===== src/rtl/masked_and_codec_d2_if.sv =====
// Plain-side handshake and gadget share wiring for masked_and_codec_d2.
// slave = codec side, master = user / gadget side.
interface masked_and_codec_d2_if;
    logic in_valid;
    logic in_ready;
    logic in_a;
    logic in_b;
    logic port_a_0;
    logic port_a_1;
    logic port_a_2;
    logic port_b_0;
    logic port_b_1;
    logic port_b_2;
    logic port_r_0;
    logic port_r_1;
    logic port_r_2;
    logic port_c_0;
    logic port_c_1;
    logic port_c_2;
    logic out_valid;
    logic out_ready;
    logic out_c;

    modport slave (
        input  in_valid, in_a, in_b, out_ready,
        input  port_c_0, port_c_1, port_c_2,
        output in_ready, out_valid, out_c,
        output port_a_0, port_a_1, port_a_2,
        output port_b_0, port_b_1, port_b_2,
        output port_r_0, port_r_1, port_r_2
    );

    modport master (
        output in_valid, in_a, in_b, out_ready,
        output port_c_0, port_c_1, port_c_2,
        input  in_ready, out_valid, out_c,
        input  port_a_0, port_a_1, port_a_2,
        input  port_b_0, port_b_1, port_b_2,
        input  port_r_0, port_r_1, port_r_2
    );
endinterface


===== src/rtl/masked_and_codec_d2.sv =====
// Three-share encoder / decoder around a 2nd-order ISW AND gadget: LFSR masking on the
// way in, share recombination plus an in-order result FIFO on the way out.
module masked_and_codec_d2 #(
    parameter int unsigned LATENCY    = 3,
    parameter int unsigned FIFO_DEPTH = 4,
    parameter logic [31:0] SEED       = 32'hACE1_2C3B
) (
    input logic                   clk,
    input logic                   reset,
    masked_and_codec_d2_if.slave  bus
);
    localparam logic [31:0] TAPS    = 32'h8020_0003;
    localparam logic [31:0] SEED_NZ = (SEED == '0) ? 32'd1 : SEED;
    localparam int unsigned PW      = (FIFO_DEPTH > 1) ? $clog2(FIFO_DEPTH) : 1;
    localparam int unsigned CW      = $clog2(FIFO_DEPTH + 1);

    logic [31:0]   lfsr;
    logic [31:0]   lfsr_next;
    logic [6:0]    m;
    logic          accept;
    logic          pop;
    logic          enc_a;
    logic          enc_b;
    logic [2:0]    sh_a;
    logic [2:0]    sh_b;
    logic [2:0]    sh_r;
    logic [LATENCY:0] tag;
    logic          wr_en;
    logic          wr_data;
    logic [CW-1:0] occ;
    logic [CW-1:0] count;
    logic [PW-1:0] wr_ptr;
    logic [PW-1:0] rd_ptr;
    logic          mem [FIFO_DEPTH];

    function automatic logic [PW-1:0] ptr_inc(input logic [PW-1:0] p);
        return (p == PW'(FIFO_DEPTH - 1)) ? '0 : p + PW'(1);
    endfunction

    // Right-shifting Galois form: the bit shifted out feeds back through TAPS.
    always_comb begin
        lfsr_next = {1'b0, lfsr[31:1]};
        if (lfsr[0]) begin
            lfsr_next = lfsr_next ^ TAPS;
        end
    end

    assign m      = lfsr[6:0];
    assign accept = bus.in_valid && bus.in_ready;
    assign pop    = bus.out_valid && bus.out_ready;
    assign enc_a  = accept && bus.in_a;
    assign enc_b  = accept && bus.in_b;

    assign bus.in_ready = reset && (occ < CW'(FIFO_DEPTH));

    always_ff @(posedge clk or negedge reset) begin
        if (!reset) begin
            lfsr <= SEED_NZ;
        end else begin
            lfsr <= lfsr_next;
        end
    end

    // Shares are refreshed every edge; idle edges encode a zero operand.
    always_ff @(posedge clk or negedge reset) begin
        if (!reset) begin
            sh_a <= '0;
            sh_b <= '0;
            sh_r <= '0;
        end else begin
            sh_a <= {enc_a ^ m[0] ^ m[1], m[1], m[0]};
            sh_b <= {enc_b ^ m[2] ^ m[3], m[3], m[2]};
            sh_r <= m[6:4];
        end
    end

    assign bus.port_a_0 = sh_a[0];
    assign bus.port_a_1 = sh_a[1];
    assign bus.port_a_2 = sh_a[2];
    assign bus.port_b_0 = sh_b[0];
    assign bus.port_b_1 = sh_b[1];
    assign bus.port_b_2 = sh_b[2];
    assign bus.port_r_0 = sh_r[0];
    assign bus.port_r_1 = sh_r[1];
    assign bus.port_r_2 = sh_r[2];

    always_ff @(posedge clk or negedge reset) begin
        if (!reset) begin
            tag <= '0;
        end else begin
            tag <= {tag[LATENCY-1:0], accept};
        end
    end

    assign wr_en   = tag[LATENCY];
    assign wr_data = bus.port_c_0 ^ bus.port_c_1 ^ bus.port_c_2;

    // occ counts in-flight plus buffered results, so the FIFO can never overflow.
    always_ff @(posedge clk or negedge reset) begin
        if (!reset) begin
            occ <= '0;
        end else begin
            unique case ({accept, pop})
                2'b10:   occ <= occ + CW'(1);
                2'b01:   occ <= occ - CW'(1);
                default: occ <= occ;
            endcase
        end
    end

    always_ff @(posedge clk or negedge reset) begin
        if (!reset) begin
            for (int unsigned i = 0; i < FIFO_DEPTH; i++) begin
                mem[i] <= 1'b0;
            end
            wr_ptr <= '0;
            rd_ptr <= '0;
            count  <= '0;
        end else begin
            if (wr_en) begin
                mem[wr_ptr] <= wr_data;
                wr_ptr      <= ptr_inc(wr_ptr);
            end
            if (pop) begin
                rd_ptr <= ptr_inc(rd_ptr);
            end
            unique case ({wr_en, pop})
                2'b10:   count <= count + CW'(1);
                2'b01:   count <= count - CW'(1);
                default: count <= count;
            endcase
        end
    end

    assign bus.out_valid = (count != '0);
    assign bus.out_c     = mem[rd_ptr];
endmodule


===== src/flat_wrapper.sv =====
// flat-port wrapper written by rule: the top's interface ports become plain ports
module masked_and_codec_d2_flat 
#(
    parameter int unsigned LATENCY    = 3,
    parameter int unsigned FIFO_DEPTH = 4,
    parameter logic [31:0] SEED       = 32'hACE1_2C3B
)
  (clk, reset, bus_in_valid, bus_in_a, bus_in_b, bus_out_ready, bus_port_c_0, bus_port_c_1, bus_port_c_2, bus_in_ready, bus_out_valid, bus_out_c, bus_port_a_0, bus_port_a_1, bus_port_a_2, bus_port_b_0, bus_port_b_1, bus_port_b_2, bus_port_r_0, bus_port_r_1, bus_port_r_2);
  masked_and_codec_d2_if bus_i ();
  input logic clk;
  input logic reset;
  input wire logic [$bits(bus_i.in_valid)-1:0] bus_in_valid;
  input wire logic [$bits(bus_i.in_a)-1:0] bus_in_a;
  input wire logic [$bits(bus_i.in_b)-1:0] bus_in_b;
  input wire logic [$bits(bus_i.out_ready)-1:0] bus_out_ready;
  input wire logic [$bits(bus_i.port_c_0)-1:0] bus_port_c_0;
  input wire logic [$bits(bus_i.port_c_1)-1:0] bus_port_c_1;
  input wire logic [$bits(bus_i.port_c_2)-1:0] bus_port_c_2;
  output wire logic [$bits(bus_i.in_ready)-1:0] bus_in_ready;
  output wire logic [$bits(bus_i.out_valid)-1:0] bus_out_valid;
  output wire logic [$bits(bus_i.out_c)-1:0] bus_out_c;
  output wire logic [$bits(bus_i.port_a_0)-1:0] bus_port_a_0;
  output wire logic [$bits(bus_i.port_a_1)-1:0] bus_port_a_1;
  output wire logic [$bits(bus_i.port_a_2)-1:0] bus_port_a_2;
  output wire logic [$bits(bus_i.port_b_0)-1:0] bus_port_b_0;
  output wire logic [$bits(bus_i.port_b_1)-1:0] bus_port_b_1;
  output wire logic [$bits(bus_i.port_b_2)-1:0] bus_port_b_2;
  output wire logic [$bits(bus_i.port_r_0)-1:0] bus_port_r_0;
  output wire logic [$bits(bus_i.port_r_1)-1:0] bus_port_r_1;
  output wire logic [$bits(bus_i.port_r_2)-1:0] bus_port_r_2;
  assign bus_i.in_valid = bus_in_valid;
  assign bus_i.in_a = bus_in_a;
  assign bus_i.in_b = bus_in_b;
  assign bus_i.out_ready = bus_out_ready;
  assign bus_i.port_c_0 = bus_port_c_0;
  assign bus_i.port_c_1 = bus_port_c_1;
  assign bus_i.port_c_2 = bus_port_c_2;
  assign bus_in_ready = bus_i.in_ready;
  assign bus_out_valid = bus_i.out_valid;
  assign bus_out_c = bus_i.out_c;
  assign bus_port_a_0 = bus_i.port_a_0;
  assign bus_port_a_1 = bus_i.port_a_1;
  assign bus_port_a_2 = bus_i.port_a_2;
  assign bus_port_b_0 = bus_i.port_b_0;
  assign bus_port_b_1 = bus_i.port_b_1;
  assign bus_port_b_2 = bus_i.port_b_2;
  assign bus_port_r_0 = bus_i.port_r_0;
  assign bus_port_r_1 = bus_i.port_r_1;
  assign bus_port_r_2 = bus_i.port_r_2;
  masked_and_codec_d2 #(.LATENCY(LATENCY), .FIFO_DEPTH(FIFO_DEPTH), .SEED(SEED)) u_core (.clk(clk), .reset(reset), .bus(bus_i));
endmodule

===== config.mk =====
export PLATFORM = sky130hd
export DESIGN_NAME = masked_and_codec_d2_flat
export DESIGN_NICKNAME = d
export VERILOG_FILES = /design/src/rtl/masked_and_codec_d2_if.sv /design/src/rtl/masked_and_codec_d2.sv /design/src/flat_wrapper.sv
export SDC_FILE = /design/constraint.sdc
export NUM_CORES = 1
export LEC_CHECK = 0
export BUFFER_PORTS_ARGS = -buffer_cell sky130_fd_sc_hd__clkbuf_2
export CAP_MARGIN = 20
export CORE_UTILIZATION = 27
export DETAILED_ROUTE_END_ITERATION = 12
export GPL_ROUTABILITY_DRIVEN = 0
export HOLD_SLACK_MARGIN = 0.05
export SLEW_MARGIN = 40
export SYNTH_ARGS = -nofsm -noshare
export SYNTH_HDL_FRONTEND = slang
export SYNTH_SLANG_ARGS = --single-unit

===== constraint.sdc =====
create_clock -name clk -period 1.9 [get_ports clk]
set_input_delay 0.285 -clock clk [delete_from_list [all_inputs] [get_ports clk]]
set_output_delay 0.285 -clock clk [all_outputs]
set_load 0.005 [all_outputs]

# == Word level (Yosys, flattened, before mapping) ==
# Cells that the tools add are included.
# word_totals
ff_bits,59
input_bits,9
output_inout_bits,12
word_cells,58
# classes
addsub,6
n_lt_le_gt_ge,4
eq_ne,6
muxes,11
bitwise,9
reduce_logical,9
# ops
cell,count
$mux 32,1
$pmux 3 s2,2
$eq 2x2->1 const B,4
$add 3x1->3 const B,2
$ge 3x3->1 const B,2
$logic_and 1x1->1,6
$not 2->3,2
$sub 3x1->3 const B,2
$xor 1x1->1,6
$add 2x1->2 const B,2
$bwmux 4,1
$eq 2x1->1 const B,2
$mux 2,2
$not 3->4,1
$reduce_bool 2->1,2
$lt 3x1->1 const B,1
$lt 3x3->1 const B,1
$mux 1,3
$reduce_bool 3->1,1
$bmux 1 s2,1
$demux 1 s2,1

# == Logic depth before layout (Yosys ltp) ==
# Gate-level depths: netlist of the first run.
# depth
word_depth,6
ltp_mapped,9
ltp_nobuf,9

# == Least setup slack after synthesis of the first run ==
# OpenSTA, ideal clock, no wires.
# synth_path
path_type,register to register
startpoint,reg u_core.count[1]
endpoint,reg u_core.occ[2]
setup_ns,0.125
t_arrival_ns,1.666
required_time_ns,1.775
path_slack_ns,0.109
path_stages_with_launch,10
n_path_buf,0
period_less_slack_ns,1.791
cell_sequence,dfrtp_1 > or3_4 > nand2_4 > inv_1 > ha_1 > inv_1 > fa_1 > xor2_1 > nor2_1 > xor2_1
# synth_via
elab_chain_cells,4
word_cells_on_any_way,6
classes_between,eq/ne (2); mux (1); reduce/logical (3)
# synth_lines
item,line_no,rtl
"start, declared",masked_and_codec_d2.sv:31,logic [CW-1:0] count;
"start signal, assigned",masked_and_codec_d2.sv:128,2'b10: count <= count + CW'(1);
"start signal, assigned",masked_and_codec_d2.sv:129,2'b01: count <= count - CW'(1);
"start signal, assigned",masked_and_codec_d2.sv:130,default: count <= count;
$reduce_bool 3->1 *,masked_and_codec_d2.sv:135,assign bus.out_valid = (count != '0);
named net bus_out_valid,flat_wrapper.sv:20,output wire logic [$bits(bus_i.out_valid)-1:0] bus_out_valid;
$logic_and 1x1->1 *,masked_and_codec_d2.sv:50,assign pop = bus.out_valid && bus.out_ready;
named net u_core.pop,masked_and_codec_d2.sv:21,logic pop;
$eq 2x1->1 / $eq 2x2->1 (equally long branches),masked_and_codec_d2.sv:103,"unique case ({accept, pop})"
$pmux 3 s2 / $reduce_bool 2->1 (equally long branches),n/a,
"end signal, assigned",masked_and_codec_d2.sv:104,2'b10: occ <= occ + CW'(1);
"end signal, assigned",masked_and_codec_d2.sv:105,2'b01: occ <= occ - CW'(1);
"end, declared",masked_and_codec_d2.sv:30,logic [CW-1:0] occ;
# Mark *: on every way through the listed nets, which the timed path passes. The rest lies on a longest branch.
# A chain may end at the register's enable or synchronous reset.

# == Final worst setup path of the first run ==
# layout_path
startpoint,reg u_core.count[0]
endpoint,reg u_core.occ[2]
# layout_via
elab_chain_cells,4
word_cells_on_any_way,6
classes_between,eq/ne (2); mux (1); reduce/logical (3)
# layout_lines
item,line_no
$reduce_bool 3->1 *,masked_and_codec_d2.sv:135
$logic_and 1x1->1 *,masked_and_codec_d2.sv:50
named net u_core.pop,masked_and_codec_d2.sv:21
$eq 2x1->1 / $eq 2x2->1 (equally long branches),masked_and_codec_d2.sv:103
$pmux 3 s2 / $reduce_bool 2->1 (equally long branches),n/a
# Marked as above.

==> flow_summary.yaml, run 1 <==
status:
  status: "complete, no violations"
grt:
  grt_util_all_layers: 0.0860
  grt_max_degree: 60
  via_count_of_the_first_global_routing_pass: 958
  gr-total-overflow: 0
  global_route_wire_length_before_repair_um: 4680
  antenna_found_initial: 0
sta:
  period_minus_slack_ns: 1.79
  fin_skew_ns: 0.00452
  fin_setup_tns_ns: 0
  max_slew_margin: 0.538
  timing_hold_violations_final: 0
  fin_crit_sh: 0.944
  rsz0062_at_grt: "false"
  setup_violations: 0
  worst_max_slew_pin_slew_ns: 0.693
  timing.final.max_slew_violations: 0
  fmax_ghz: 0.558
layout:
  fill_cells: 699
  layout-area-overhead-vs-synth_pct: 26.7
  final-instance-count-excl-fill: 256
  ant_diodes: 0
  final_util: 0.361
  final_area_mm2: 0.00250
  final_layout_size_suffix_gt1_frac: 0.450
  finalNetCount: 173
floorplanning:
  boundaryPins: 21
  floorplan.initialDensity: 0.285
  core_area_mm2: 0.00691
  core.rowCount: 30
  floorplan.die.width_um: 87.4
  fp.dieArea_mm2: 0.00764
  die_h_um: 87.4
routing:
  postRouteWirelength_um: 2750
  via_count: 939
  initialDrtViolationCount: 25
  routed_wire_length_per_instance_um: 10.7
  remaining_drc_errors: 0
  via_density: 3.67
  drt_first_pass_iters: 3
  drtAntennaViolNets: 0
placed_design:
  area_of_placed_instances_mm2: 0.00222
  place.detailed.hpwl_um: 1810
  port_buffers: 20
  place.detailed.instances: 239
logic_synthesis:
  fraction_of_synthesized_cell_area_in_xor_and_xnor_cells: 0.0622
  ys_async_sr_fraction: 1.00
  post_synth_mux_area_share: 0.0546
  synth.ff_latch_count: 58
  syn_nets: 137
  synth_top_flop_cell: "sky130_fd_sc_hd__dfrtp_1"
  fraction_of_the_mapped_netlist_area_in_compound_gates: 0.00762
  largest_family_of_logic_cells_by_synthesized_area: "adder cells"
  synth_cell_types: 19
  syn_area_cell_um2: 16.6
  synth_simple_gate_area_frac: 0.0432
  synth_edf_count: 0
  post_synth_inst_count: 119
  syn_area_mm2: 0.00197
  yosys_warnings: 0
  synth-seq-area-share: 0.747
  synth_fa_ha_area_frac: 0.0648
clock_tree:
  cts_hold_buf: 0
  clock_tree_from_tritoncts: "built"
  clk_pin_slew_worst_paths_ns: 0.06
  cts_max_path_buffers: 2
  cts_root_buffer: "sky130_fd_sc_hd__clkbuf_8"
  clkSinkCount: 58
  tritoncts.num_buffers: 9
  worst_skew_pair.late_latency_ns: 0.32
  htree_levels: 3
min_path:
  min_path_type: "in2async"
power_and_ir_drop:
  power_density_mw_per_mm2: 1430
  report.power.total_mw: 3.57
  vdd_ir_drop_max_mv: 0.633
  total_leakage_power_nw: 1.21
setup_path:
  critical_path.startpoint_type: "register"
  critical_path_arrival_ns: 2.00
  worstPathRequired_ns: 2.11
  timing.setup.critical_path_class: "reg2reg"
  setup.worst_path.end_class: "register"
  path_max_fanout: 2
job:
  total_of_max_cap_violations: 0
-- cell usage in the layout (no fill, tap or decap), types with 4 or more instances in the layout --
| cell | netlist | final |
|---|---|---|
| sky130_fd_sc_hd__buf_4 | 0 | 5 |
| sky130_fd_sc_hd__clkbuf_2 | 0 | 20 |
| sky130_fd_sc_hd__clkbuf_8 | 0 | 12 |
| sky130_fd_sc_hd__dfrtp_1 | 42 | 42 |
| sky130_fd_sc_hd__dfstp_2 | 16 | 16 |
| sky130_fd_sc_hd__ha_1 | 7 | 5 |
| sky130_fd_sc_hd__inv_1 | 11 | 9 |
| sky130_fd_sc_hd__mux2_2 | 4 | 4 |
| sky130_fd_sc_hd__nand2_1 | 8 | 8 |
| sky130_fd_sc_hd__xnor2_1 | 6 | 6 |
| sky130_fd_sc_hd__xor2_1 | 8 | 8 |
-- layout make-up --
cell class | instances | area [µm²] | share of cell area
multi-input cells | 50 | 488 | 0.195
well taps | 96 | 120 | 0.0481
inverters | 11 | 41.3 | 0.0165
flip-flops and latches | 58 | 1470 | 0.589
clock inverters | 4 | 72.6 | 0.0291
repair buffers | 25 | 138 | 0.0551
clock buffers | 12 | 165 | 0.0662
-- cells in the mapped netlist (all sizes together) (2+ instances only) --
cell type,count,area share
mux2,6,0.038
xnor2,6,0.027
or3,2,0.0089
dfrtp,42,0.53
fa,2,0.020
xor2,8,0.036
o21ai,3,0.0076
dfstp,16,0.21
nor2,3,0.0057
ha,7,0.044
inv,11,0.021
nand2,9,0.021
-- sequential cells by signal, summed over array words and instances (netlist names) --
signal and count:
u_core.lfsr 32, u_core.mem 4, u_core.tag 4, u_core.count 3
u_core.occ 3, u_core.sh_a 3, u_core.sh_r 3, u_core.rd_ptr 2
u_core.sh_b 2, u_core.wr_ptr 2
-- final timing paths --
kind / depth (start not counted) / to / slack [ns] / startpoint
min in group clk: 3 / u_core.sh_b[2]$_DFF_PN0_ / 0.19 / bus_in_b
worst min-delay path: 2 / u_core.lfsr[25]$_DFF_PN0_ / 0.11 / reset
worst min register to register: 0 / u_core.lfsr[6]$_DFF_PN0_ / 0.34 / u_core.lfsr[7]$_DFF_PN0_
worst max register to register: 9 / u_core.occ[2]$_DFFE_PN0P_ / 0.11 / u_core.count[0]$_DFFE_PN0P_
max in group asynchronous: 2 / u_core.mem[1]$_DFFE_PN0P_ / 1.34 / reset
worst max-delay path: 9 / u_core.occ[2]$_DFFE_PN0P_ / 0.11 / u_core.count[0]$_DFFE_PN0P_
-- per-stage QoR --
stage / setup slack, ns / hold WS [ns]
after floorplan: 0.109 / -0.0106
after global placement: 0.0671 / 0.333
after detailed placement: 0.0129 / 0.335
after CTS: 0.0124 / 0.126
after global routing: 0.00140 / 0.162
final: 0.107 / 0.114
-- routing by layer --
| metal | vias to the layer above | track usage | routed length [µm] |
|---|---|---|---|
| li1 | 445 | - | - |
| met1 | 469 | 0.113 | 1380 |
| met2 | 23 | 0.111 | 1160 |
| met3 | 2 | 0.0597 | 199 |
| met4 | 0 | 0.0268 | 14 |
| met5 | - | 0 | 0 |
-- kinds of logic (layout without fill, tap and decap cells) --
logic type	after synthesis	in the layout
DFF	58	58
and+or+nand+nor	16	16
AOI/OAI and AO/OA	3	3
buffers and inverters	11	52
muxes	8	8
xor gates and xnor gates	14	14
adders and majority gates	9	9
-- report_power, final --
group / internal (mW) / leakage (nW) / switching [mW]
Sequential: 1.41 / 0.719 / 0.112
Combinational: 0.416 / 0.373 / 0.329
Clock: 0.843 / 0.119 / 0.455
-- critical path: stages (launching register included) --
cell	delay [ns]
sky130_fd_sc_hd__dfrtp_1	0.38
sky130_fd_sc_hd__or3_4	0.40
sky130_fd_sc_hd__nand2_4	0.07
sky130_fd_sc_hd__inv_2	0.05
sky130_fd_sc_hd__ha_4	0.16
sky130_fd_sc_hd__inv_2	0.06
sky130_fd_sc_hd__fa_2	0.19
sky130_fd_sc_hd__xor2_1	0.15
sky130_fd_sc_hd__nor2_1	0.08
sky130_fd_sc_hd__xor2_1	0.14
-- what timing repair did --
item                       CTS  global route
resized for setup            3             6
setup buffers                0             1
gates cloned                 0             0
pin swaps                    0             6
setup endpoints to repair    2             4
(Power assumes the default switching activity.)
==> inputs of run 2 (changes only) <==
Settings changed: ABC_AREA set to 1.
Clock period 1.9 ns to 1.5 ns, I/O delays scaled along.
==> flow_summary.yaml, run 2 <==
placed_design:
  place.detailed.hpwl_um: 1990
  place.detailed.instances: 295
  port_buffers: 20
setup_path:
  critical_path_arrival_ns: 1.78
  timing.setup.critical_path_class: "reg2reg"
  setup.worst_path.end_class: "register"
  worst-r2r-setup-slack_ns: -0.08
  path_max_fanout: 3
  critical_path.startpoint_type: "register"
  worstPathRequired_ns: 1.71
sta:
  timing.final.max_slew_violations: 0
  max_slew_margin: 0.542
  setup_violations: 4
  fin_crit_sh: 1.05
  period_minus_slack_ns: 1.58
  rsz0062_at_grt: "true"
  timing_hold_violations_final: 0
  fmax_ghz: 0.635
  finalWorstSetupSlack_ns: -0.0751
  worst_max_slew_pin_slew_ns: 0.687
  fin_skew_ns: 0.00553
floorplanning:
  boundaryPins: 21
  core.rowCount: 31
  die_h_um: 89.3
  fp.dieArea_mm2: 0.00797
  floorplan.initialDensity: 0.282
  core_area_mm2: 0.00729
  floorplan.die.width_um: 89.3
logic_synthesis:
  synth_top_cell_area_share: 0.511
  synth_cell_types: 20
  commonest_cells_in_the_netlist: "sky130_fd_sc_hd__dfrtp_1, sky130_fd_sc_hd__nand2_1, sky130_fd_sc_hd__inv_1, sky130_fd_sc_hd__dfstp_2, sky130_fd_sc_hd__nand3_1"
  synth_edf_count: 0
  syn_nets: 185
  syn_area_cell_um2: 12.3
  synth_top_flop_cell: "sky130_fd_sc_hd__dfrtp_1"
  ys_async_sr_fraction: 1.00
  most_area_consuming_cells_after_synthesis: "sky130_fd_sc_hd__dfrtp_1, sky130_fd_sc_hd__dfstp_2, sky130_fd_sc_hd__nand2_1"
  synthDominantAreaCellType: "sky130_fd_sc_hd__dfrtp_1"
  post-synth-top-count-cell: "sky130_fd_sc_hd__dfrtp_1"
  syn_area_mm2: 0.00206
  yosys_warnings: 0
  synth.ff_latch_count: 58
  post_synth_inst_count: 167
  synth-seq-area-share: 0.715
job:
  total_of_max_cap_violations: 0
routing:
  remaining_drc_errors: 0
  via_count: 1186
  via_density: 3.75
  dr.max_layer_used: "met4"
  drtAntennaViolNets: 0
  initialDrtViolationCount: 30
  dr_wl_met3_um: 151
  routedLengthMet1_um: 1520
  wl_met2_um: 1330
  routed_wire_length_per_instance_um: 9.56
  drt_first_pass_iters: 3
  postRouteWirelength_um: 3020
min_path:
  min_path_type: "in2async"
grt:
  grt_max_degree: 59
  via_count_of_the_first_global_routing_pass: 1221
  grt_util_all_layers: 0.0959
  global_route_wire_length_before_repair_um: 5500
  antenna_found_initial: 0
  gr-total-overflow: 0
power_and_ir_drop:
  p_seq_frac: 0.454
  sw_power_mw: 1.29
  share_clk_of_total_power: 0.264
  report.power.total_mw: 4.29
  share_comb_of_total_power: 0.282
  power_density_mw_per_mm2: 1650
  power.share.switching: 0.301
  vdd_ir_drop_max_mv: 0.587
  total_leakage_power_nw: 1.37
  cell_int_power_mw: 3.00
layout:
  fill_cells: 761
  final-instance-count-excl-fill: 316
  ant_diodes: 0
  max_flop_register: "u_core.lfsr"
  layout-area-overhead-vs-synth_pct: 26.1
  final_cell_mix: "sky130_fd_sc_hd__dfrtp_1, sky130_fd_sc_hd__nand2_1, sky130_fd_sc_hd__inv_1"
  flip_flop_count_of_the_largest_register_after_layout: 32
  largest_registers: "u_core.lfsr x32, u_core.mem x4, u_core.tag x4"
  finalNetCount: 230
  final_common_cell: "sky130_fd_sc_hd__dfrtp_1"
  final_layout_size_suffix_gt1_frac: 0.392
clock_tree:
  clk_pin_slew_worst_paths_ns: 0.06
  cts_max_path_buffers: 2
  tritoncts.num_buffers: 9
  clock_tree_from_tritoncts: "built"
  htree_levels: 3
  worst_skew_pair.late_latency_ns: 0.32
  cts_root_buffer: "sky130_fd_sc_hd__clkbuf_8"
  clkSinkCount: 58
status:
  status: "finished with violations"
  violations_in_the_final_reports: "negative setup slack"
[run 2: changes by cell type after synthesis, sizes merged, moves of 2 or more]
cell,before,now
mux2,6,0
nand4,0,3
or3,2,0
xnor2,6,4
or2,0,2
o21ai,3,6
nand3,0,9
inv,11,28
a21oi,0,4
xor2,8,3
nand2,9,37
[run 2: cells by family after synthesis]
kind of cell,count (synthesis),synth area share
compound gates,10,0.0243
xor+xnor,7,0.0298
fa+ha+maj,9,0.0620
buf+inv,29,0.0535
flops,58,0.715
simple gates,54,0.115
[run 2: final timing paths]
check,start,endpoint,cells past startpoint
hold / removal,reset,u_core.sh_b[2]$_DFF_PN0_,2
min in group clk,bus_in_b,u_core.sh_b[2]$_DFF_PN0_,3
setup / recovery,u_core.count[1]$_DFFE_PN0P_,u_core.count[2]$_DFFE_PN0P_,10
hold reg to reg,u_core.tag[1]$_DFF_PN0_,u_core.tag[2]$_DFF_PN0_,0
max in group asynchronous,reset,u_core.rd_ptr[0]$_DFFE_PN0P_,2
setup reg to reg,u_core.count[1]$_DFFE_PN0P_,u_core.count[2]$_DFFE_PN0P_,10
[run 2: stage by stage]
step | TNS (ns) | hold WS (ns) | util | cell area [µm²] | setup WS [ns]
2_1_floorplan | -0.0991 | -0.0706 | - | 2080 | -0.0542
3_5_place_dp | -0.233 | 0.335 | 0.325 | 2370 | -0.0900
4_1_cts | -0.189 | 0.0853 | 0.354 | 2580 | -0.0859
3_3_place_gp | -0.0934 | 0.335 | 0.325 | 2370 | -0.0525
5_1_grt | -0.575 | 0.136 | 0.356 | 2590 | -0.206
6_report | -0.113 | 0.0675 | 0.356 | 2590 | -0.0751
[run 2: power by group through the flow]
stage / Sequential, mW / Clock [mW] / Combinational (mW)
floorplan: 1.93 / 0 / 0.702
global placement: 1.96 / 0 / 1.04
detailed placement: 1.96 / 0 / 1.07
CTS: 1.95 / 1.20 / 1.19
global route: 1.99 / 1.26 / 1.43
finish: 1.95 / 1.13 / 1.21
[run 2: layout make-up]
type	count	area, µm²	share of cell area
Clock buffer	12	135	0.0521
Sequential cell	58	1470	0.568
Clock inverter	4	20.0	0.00772
Tap cell	99	124	0.0478
Inverter	28	108	0.0415
Timing Repair Buffer	35	213	0.0820
Multi-Input combinational cell	80	522	0.201
[run 2: critical path: stages (launching register included)]
cell and delay (ns):
sky130_fd_sc_hd__dfrtp_1 0.36, sky130_fd_sc_hd__inv_2 0.05, sky130_fd_sc_hd__nand3_2 0.07, sky130_fd_sc_hd__nand2_2 0.08
sky130_fd_sc_hd__inv_4 0.08, sky130_fd_sc_hd__ha_4 0.12, sky130_fd_sc_hd__inv_2 0.03, sky130_fd_sc_hd__fa_2 0.32
sky130_fd_sc_hd__or2_1 0.22, sky130_fd_sc_hd__nand4_1 0.07, sky130_fd_sc_hd__nand2_1 0.05
[run 2: timing repair]
action | in CTS | in global routing
setup buffers | 5 | 0
gates resized for setup | 4 | 5
hold buffers | 0 | 0
setup endpoints to repair | 4 | 6
pin swaps | 7 | 2
[run 2: layer usage]
layer	up-vias	GRT usage
met5	-	0
met4	0	0.0433
met3	2	0.0471
met2	24	0.135
met1	561	0.125
li1	599	-
